===== src/rtl/timer_nbit_apb.sv =====
// N-bit up/down timer with prescaled tick, reload, compare and level interrupt,
// on a zero-wait-state APB slave.
`timescale 1ns/1ps
module timer_nbit_apb #(
  parameter int WIDTH    = 16,
  parameter int PSC_BITS = 8
) (
  input  logic             pclk,
  input  logic             preset,
  input  logic             psel,
  input  logic             penable,
  input  logic             pwrite,
  input  logic [7:0]       paddr,
  input  logic [WIDTH-1:0] pwdata,
  output logic [WIDTH-1:0] prdata,
  output logic             pready,
  output logic             pslverr,
  output logic             irq
);

  localparam int CKS_MAX = (PSC_BITS - 1 > 7) ? 7 : PSC_BITS - 1;

  logic [WIDTH-1:0]    tdr, tcnt, tcmp, tcnt_nxt;
  logic                tcr_load, tcr_arl, tcr_down, tcr_en;
  logic [2:0]          tcr_cks, tsr, tier, tsr_set, tsr_nxt;
  logic [PSC_BITS-1:0] psc;
  logic                wr, rd, mapped, tick;
  logic [7:0]          tcr_rd;

  assign wr     = psel & penable & pwrite;
  assign rd     = psel & penable & ~pwrite & ~preset;
  assign mapped = (paddr <= 8'h05);
  assign pready = 1'b1;
  assign pslverr = psel & penable & ~mapped & ~preset;
  assign tcr_rd = {tcr_load, tcr_arl, tcr_down, tcr_en, 1'b0, tcr_cks};

  // Tick when the low cks+1 prescaler bits are all ones; cks saturates at the prescaler width.
  always_comb begin
    int cks_eff;
    cks_eff = (int'(tcr_cks) > CKS_MAX) ? CKS_MAX : int'(tcr_cks);
    tick = 1'b1;
    for (int i = 0; i < PSC_BITS; i++) begin
      if (i <= cks_eff && !psc[i]) tick = 1'b0;
    end
  end

  always_comb begin
    tcnt_nxt = tcnt;
    tsr_set  = 3'b000;
    if (tcr_load) begin
      tcnt_nxt = tdr;
    end else if (tcr_en && tick) begin
      if (!tcr_down) begin
        if (tcnt == '1) begin
          tsr_set[0] = 1'b1;
          tcnt_nxt   = tcr_arl ? tdr : '0;
        end else begin
          tcnt_nxt = tcnt + WIDTH'(1);
        end
      end else begin
        if (tcnt == '0) begin
          tsr_set[1] = 1'b1;
          tcnt_nxt   = tcr_arl ? tdr : '1;
        end else begin
          tcnt_nxt = tcnt - WIDTH'(1);
        end
      end
      if (tcnt_nxt == tcmp) tsr_set[2] = 1'b1;
    end
  end

  // Software writes 0 to clear; a same-cycle hardware set wins.
  always_comb begin
    tsr_nxt = tsr;
    if (wr && paddr == 8'h02) tsr_nxt = tsr & pwdata[2:0];
    tsr_nxt = tsr_nxt | tsr_set;
  end

  always_comb begin
    prdata = '0;
    if (rd) begin
      case (paddr)
        8'h00:   prdata = tdr;
        8'h01:   prdata = WIDTH'(tcr_rd);
        8'h02:   prdata = WIDTH'(tsr);
        8'h03:   prdata = tcnt;
        8'h04:   prdata = tcmp;
        8'h05:   prdata = WIDTH'(tier);
        default: prdata = '0;
      endcase
    end
  end

  always_ff @(posedge pclk or posedge preset) begin
    if (preset) begin
      tdr      <= '0;
      tcmp     <= '0;
      tcnt     <= '0;
      tcr_load <= 1'b0;
      tcr_arl  <= 1'b0;
      tcr_down <= 1'b0;
      tcr_en   <= 1'b0;
      tcr_cks  <= 3'b000;
      tsr      <= 3'b000;
      tier     <= 3'b000;
      psc      <= '0;
      irq      <= 1'b0;
    end else begin
      if (wr) begin
        case (paddr)
          8'h00: tdr <= pwdata;
          8'h01: begin
            {tcr_load, tcr_arl, tcr_down, tcr_en} <= pwdata[7:4];
            tcr_cks <= pwdata[2:0];
          end
          8'h04: tcmp <= pwdata;
          8'h05: tier <= pwdata[2:0];
          default: ;
        endcase
      end
      tsr  <= tsr_nxt;
      tcnt <= tcnt_nxt;
      psc  <= tcr_en ? psc + PSC_BITS'(1) : '0;
      irq  <= |(tsr & tier);
    end
  end

endmodule


===== config.mk =====
export PLATFORM = sky130hd
export DESIGN_NAME = timer_nbit_apb
export DESIGN_NICKNAME = d
export VERILOG_FILES = /design/src/rtl/timer_nbit_apb.sv
export SDC_FILE = /design/constraint.sdc
export NUM_CORES = 1
export LEC_CHECK = 0
export ABC_AREA = 1
export CAP_MARGIN = 20
export CORE_ASPECT_RATIO = 1.5
export CORE_MARGIN = 2
export CORE_UTILIZATION = 35
export DETAILED_ROUTE_END_ITERATION = 10
export GPL_TIMING_DRIVEN = 0
export PLACE_DENSITY_LB_ADDON = 0.25
export SKIP_CTS_REPAIR_TIMING = 1
export SKIP_LAST_GASP = 1
export SYNTH_ARGS = -nofsm -noshare
export SYNTH_HDL_FRONTEND = slang
export SYNTH_SLANG_ARGS = --single-unit

===== constraint.sdc =====
create_clock -name pclk -period 4.84 [get_ports pclk]
set_input_delay 0.968 -clock pclk [delete_from_list [all_inputs] [get_ports pclk]]
set_output_delay 0.968 -clock pclk [all_outputs]
set_load 0.02 [all_outputs]

; ---- Word level (Yosys, flattened, before mapping)
; Cells that the tools add are included.
[word_totals]
out_inout_bits = 19
regBits = 70
inputBits = 29
word_cells = 94
[op_classes]
n_reduce_logical = 24
n_addsub = 3
n_eq_ne = 7
bitwise = 12
n_lt_le_gt_ge = 8
n_mux = 28
[op_table]
columns = op, n
row1 = $mux W16, 10
row2 = $pmux W16 S6, 1
row3 = $add A16 B1 Y16 const B, 1
row4 = $eq A16 B16 Y1, 1
row5 = $eq A16 B16 Y1 const B, 1
row6 = $eq A8 B2 Y1 const B, 2
row7 = $eq A8 B3 Y1 const B, 2
row8 = $logic_not A16 Y1, 1
row9 = $sub A16 B1 Y16 const B, 1
row10 = $mux W1, 13
row11 = $le A3 B3 Y1 const A, 4
row12 = $logic_and A1 B1 Y1, 9
row13 = $mux W3, 3
row14 = $add A8 B1 Y8 const B, 1
row15 = $eq A8 B1 Y1 const B, 1
row16 = $le A8 B3 Y1 const B, 1
row17 = $logic_not A8 Y1, 1
row18 = $mux W8, 1
row19 = $reduce_and A2 Y1, 4
row20 = $logic_not A1 Y1, 7
row21 = $and A1 B1 Y1, 6
row22 = $and A3 B3 Y3, 2
row23 = $le A2 B3 Y1 const A, 2
row24 = $le A1 B3 Y1 const A, 1
row25 = 4 further kinds, 6

; ---- Depth between registers and ports, before layout
[logic_depth]
ltp_word = 17
mapped_depth = 18
mapped_depth_nobuf = 18

; ---- Worst setup path after synthesis
; No wires, ideal clock.
[synth_path]
path_type = input -> output
startpoint = input paddr[5]
endpoint = output prdata[6]
arrival_ns = 2.465
cell_stages = 8
slack_ns = 1.407
path_cell_list = nor4_2 -> inv_1 -> nor2_1 -> nand3_1 -> buf_2 -> o22ai_1 -> inv_1 -> a31oi_1
[synth_via]
elab_chain_cells = 3
word_cells_on_any_way = 8
[synth_rtl]
columns = item, line
row1 = from (decl), 13  ; input logic [7:0] paddr,
row2 = "$eq A8 B3 Y1, or another cell as far along", 82  ; case (paddr)
row3 = $pmux W16 S6 *, 82
row4 = $mux W16 *, 81  ; if (rd) begin
row5 = to (decl), 15  ; output logic [WIDTH-1:0] prdata,
; Mark *: on every way between the ends. The rest lies on a longest branch, timed or not.

; ---- Worst setup path after layout
[layout_path]
startpoint = input paddr[5]
endpoint = output prdata[3]
; Same word-level chain as after synthesis.

==> summary.md <==
| Metric | Value |
|---|---|
| Die area | `0.0160 mm2` |
| CTS Root Cell | `clkbuf_16` |
| Die Y | `154 um` |
| Slew Limit Fails | `0` |
| Clock latency at the later pin of the worst-skew pair | `0.34 ns` |
| Hold Crit Class | `reg -> reg` |
| Number of synthesized flops with an enable pin | `0` |
| Total grt overflow | `0` |
| Area share of the largest cell type after synthesis | `33.5%` |
| Max-Cap Viols | `0` |
| # diodes | `0` |
| Asr flop ratio synth | `100%` |
| Row count | `54` |
| # IOs | `48` |
| Layout Nets | `910` |
| Sequential share of power | `41.4%` |
| Synthesized flop and latch total | `70` |
| Tcrit/Tclk final | `96.4%` |
| FF-to-FF path depth | `16` |
| Status | `finished, final reports clean` |
| Drt total wl | `18.5 mm` |
| Largest net degree at the start of global routing | `57` |
| Post-synth top area cell | `dfrtp_1` |
| CP Launch Point | `paddr[5]` |
| Count leader, synth | `nand2_1` |
| Main flop type after synthesis | `dfrtp_1` |
| Non-Filler Instances | `1078` |
| Place WS | `-0.0926 ns` |
| Router iterations before antenna repair | `5` |
| Worst Setup Start Kind | `primary input` |
| Worst setup EP type | `primary output` |
| Total track usage | `23.6%` |
| Slew Limit Headroom | `52.9%` |
| Leak Pwr | `2.88 nW` |
| Worst path slowest cell | `clkdlybuf4s50_1` |
| Mapped Area | `0.00523 mm2` |
| Core area | `0.0146 mm2` |
| Total power | `1.45 mW` |
| Initial DRC Count | `500` |
| Total CTS buffers | `9` |
| Clock Tree Buf Depth | `2` |
| Syn_nets | `853` |
| Setup WS post-layout | `0.176 ns` |
| Setup CP Type | `in -> out` |
| Power density over cell area | `230 mW/mm2` |
| Antenna Nets Post-Route | `0` |
| Final Util | `43.2%` |
| Setup violators final | `0` |
| TritonCTS clock tree | `yes` |
| VDD IR max | `0.000227 V` |
| Crit-path max FO | `11` |
| Slowest cell delay on critical path | `0.60 ns` |
| Hold Path Origin | `psc[0]$_DFF_PP0_` |
| NetSw | `0.358 mW` |
| Starting Density | `35.9%` |
| P_int | `1.09 mW` |
| DIE WIDTH | `104 um` |
| Post-Route Setup TNS | `0 ns` |
| Via density | `5.24` |
| First-pass GRT wire length | `29.3 mm` |
| Maximum clock rate | `0.214 GHz` |
| Placed wire-length estimate | `14.6 mm` |
| Reg2Reg Launch Point | `tcnt[0]$_DFFE_PP0P_` |
| Crit-path cells | `clkdlybuf4s50_1 -> nor4_4 -> inv_1 -> nor2_1 -> inv_2 -> nand3_1 -> nand2_1 -> inv_2 -> o21ai_0 -> inv_1 -> clkdlybuf4s50_1` |
| Combinational share of power | `8.5%` |
| Final Hold Fails | `0` |
| Vias | `5654` |
| Average cell area after synthesis | `6.38 um2` |
| Setup Skew | `0.00691 ns` |
| Switching share of total power | `24.7%` |
| Actual slew at the worst max-slew pin | `0.707 ns` |
| Layout cells sized above 1 | `7.82%` |
| WHS | `0.455 ns` |
| Port-buffer cells | `46` |
| RSZ-0062 raised after global routing | `no` |
| H-tree level count | `3` |
| Finished layout cell area | `0.00630 mm2` |
| Post-DP Area | `0.00597 mm2` |
| Critical path arrival | `3.70 ns` |
| CP required | `3.87 ns` |
| Wire length per cell | `17.2 um` |
| Placed insts | `1063` |
| Vias in the first global route | `5536` |
| Initial antenna violation count | `0` |
| Placer Congestion | `1.00` |
| Post-Synthesis Cells | `820` |
| Synth warnings | `0` |
| Final min period | `4.66 ns` |
| Worst-path clk slew | `0.06 ns` |
| CTS sink count | `70` |
| Synth cell count leaders | `269 x nand2_1, 110 x inv_1, 81 x nand3_1` |
| # DRC | `0` |
| Unique masters post-synth | `37` |
| Seq/Total Area, Yosys | `33.5%` |
| Top area cells in the synthesized netlist | `dfrtp_1 33%, nand2_1 19%, inv_1 7.9%, nand3_1 7.7%, o21ai_0 7.2%` |
| Area Overhead vs Synth | `20.4%` |
| Clock group share of total power | `50.1%` |
| Hold Crit Depth | `1` |
==> worst paths after layout <==
kind,end,slack [ns]
setup / recovery,prdata[3],0.18
hold / removal,psc[0]$_DFF_PP0_,0.46
setup reg to reg,tsr[2]$_DFF_PP0_,2.20
hold reg to reg,psc[0]$_DFF_PP0_,0.46
max in group asynchronous,tcmp[12]$_DFFE_PP0P_,3.32
min in group asynchronous,tcnt[1]$_DFFE_PP0P_,0.96
==> cells by family after synthesis <==
kind of cell               after synthesis  share of synthesized area [%]
adders and majority gates                4                          0.957
AOI/OAI and AO/OA                      131                           14.6
and+or+nand+nor                        466                           38.9
xor gates and xnor gates                 4                          0.670
buffers and inverters                  144                           11.3
DFF                                     70                           33.5
other                                    1                         0.0717
==> power by group through the flow <==
stage               clock, mW  sequential [mW]  combinational [mW]
finish                  0.726            0.600               0.124
global route            0.762            0.601               0.137
CTS                     0.734            0.600               0.123
detailed placement          0            0.611               0.122
global placement            0            0.611               0.119
floorplan                   0            0.608              0.0675
==> registers in the layout, indices dropped and copies added, names as in the netlist <==
register	flops
tcr_load	1
tsr	3
tdr	16
tcr_down	1
tcmp	16
tcr_cks	3
irq	1
tcr_en	1
psc	8
tcr_arl	1
tcnt	16
tier	3
==> cells in the final DEF, fill, tap and decap left out, types with 2 or more instances in the layout <==
master           synthesis  routed
buf_4                    2       2
nand2_2                  6       6
clkbuf_16                0       9
clkdlybuf4s50_1          0      46
dfrtp_1                 70      70
bufinv_16                0       2
clkbuf_1                14      13
ha_1                     4       4
nand2_4                  3       3
nand4_1                  8       8
or2_2                    2       2
nor3_1                  16      16
nor2_1                  62      62
o22ai_1                 12      12
xor2_1                   3       3
nand2_1                269     269
clkinv_2                 1       2
a211oi_1                 4       4
inv_2                    6       6
o221ai_1                15      15
clkinvlp_4               0       2
o21ai_0                 75      75
nor2_2                   8       8
o21ai_2                  2       2
a21oi_1                  7       7
buf_6                    5       5
o31ai_1                  2       2
inv_1                  110     109
buf_2                    4       4
nor2_4                   9       9
o21ai_1                  4       4
a31oi_1                  8       8
nand3_1                 81      80
==> area by class of cell <==
class	count	area, um2
Inverter	118	447
Sequential cell	70	1750
Fill cell	1615	8290
Multi-Input combinational cell	606	2900
Timing Repair Buffer	47	488
Clock buffer	9	225
Clock inverter	7	97.6
Buffer	25	144
Tap cell	196	245
==> metal layers <==
layer	vias to the layer above	GRT usage [%]	share of wire, %
li1	2772	-	-
met1	2611	28.4	40
met2	220	41.7	50
met3	51	3.01	5.4
met4	0	10.6	3.9
met5	-	0	0
==> critical path: cells and delay by family <==
kind | cells | cell delay [ns]
compound gates | 1 | 0.19
buf+inv | 6 | 1.63
simple gates | 4 | 0.91
No activity file was read; power rests on OpenSTA's default activity.
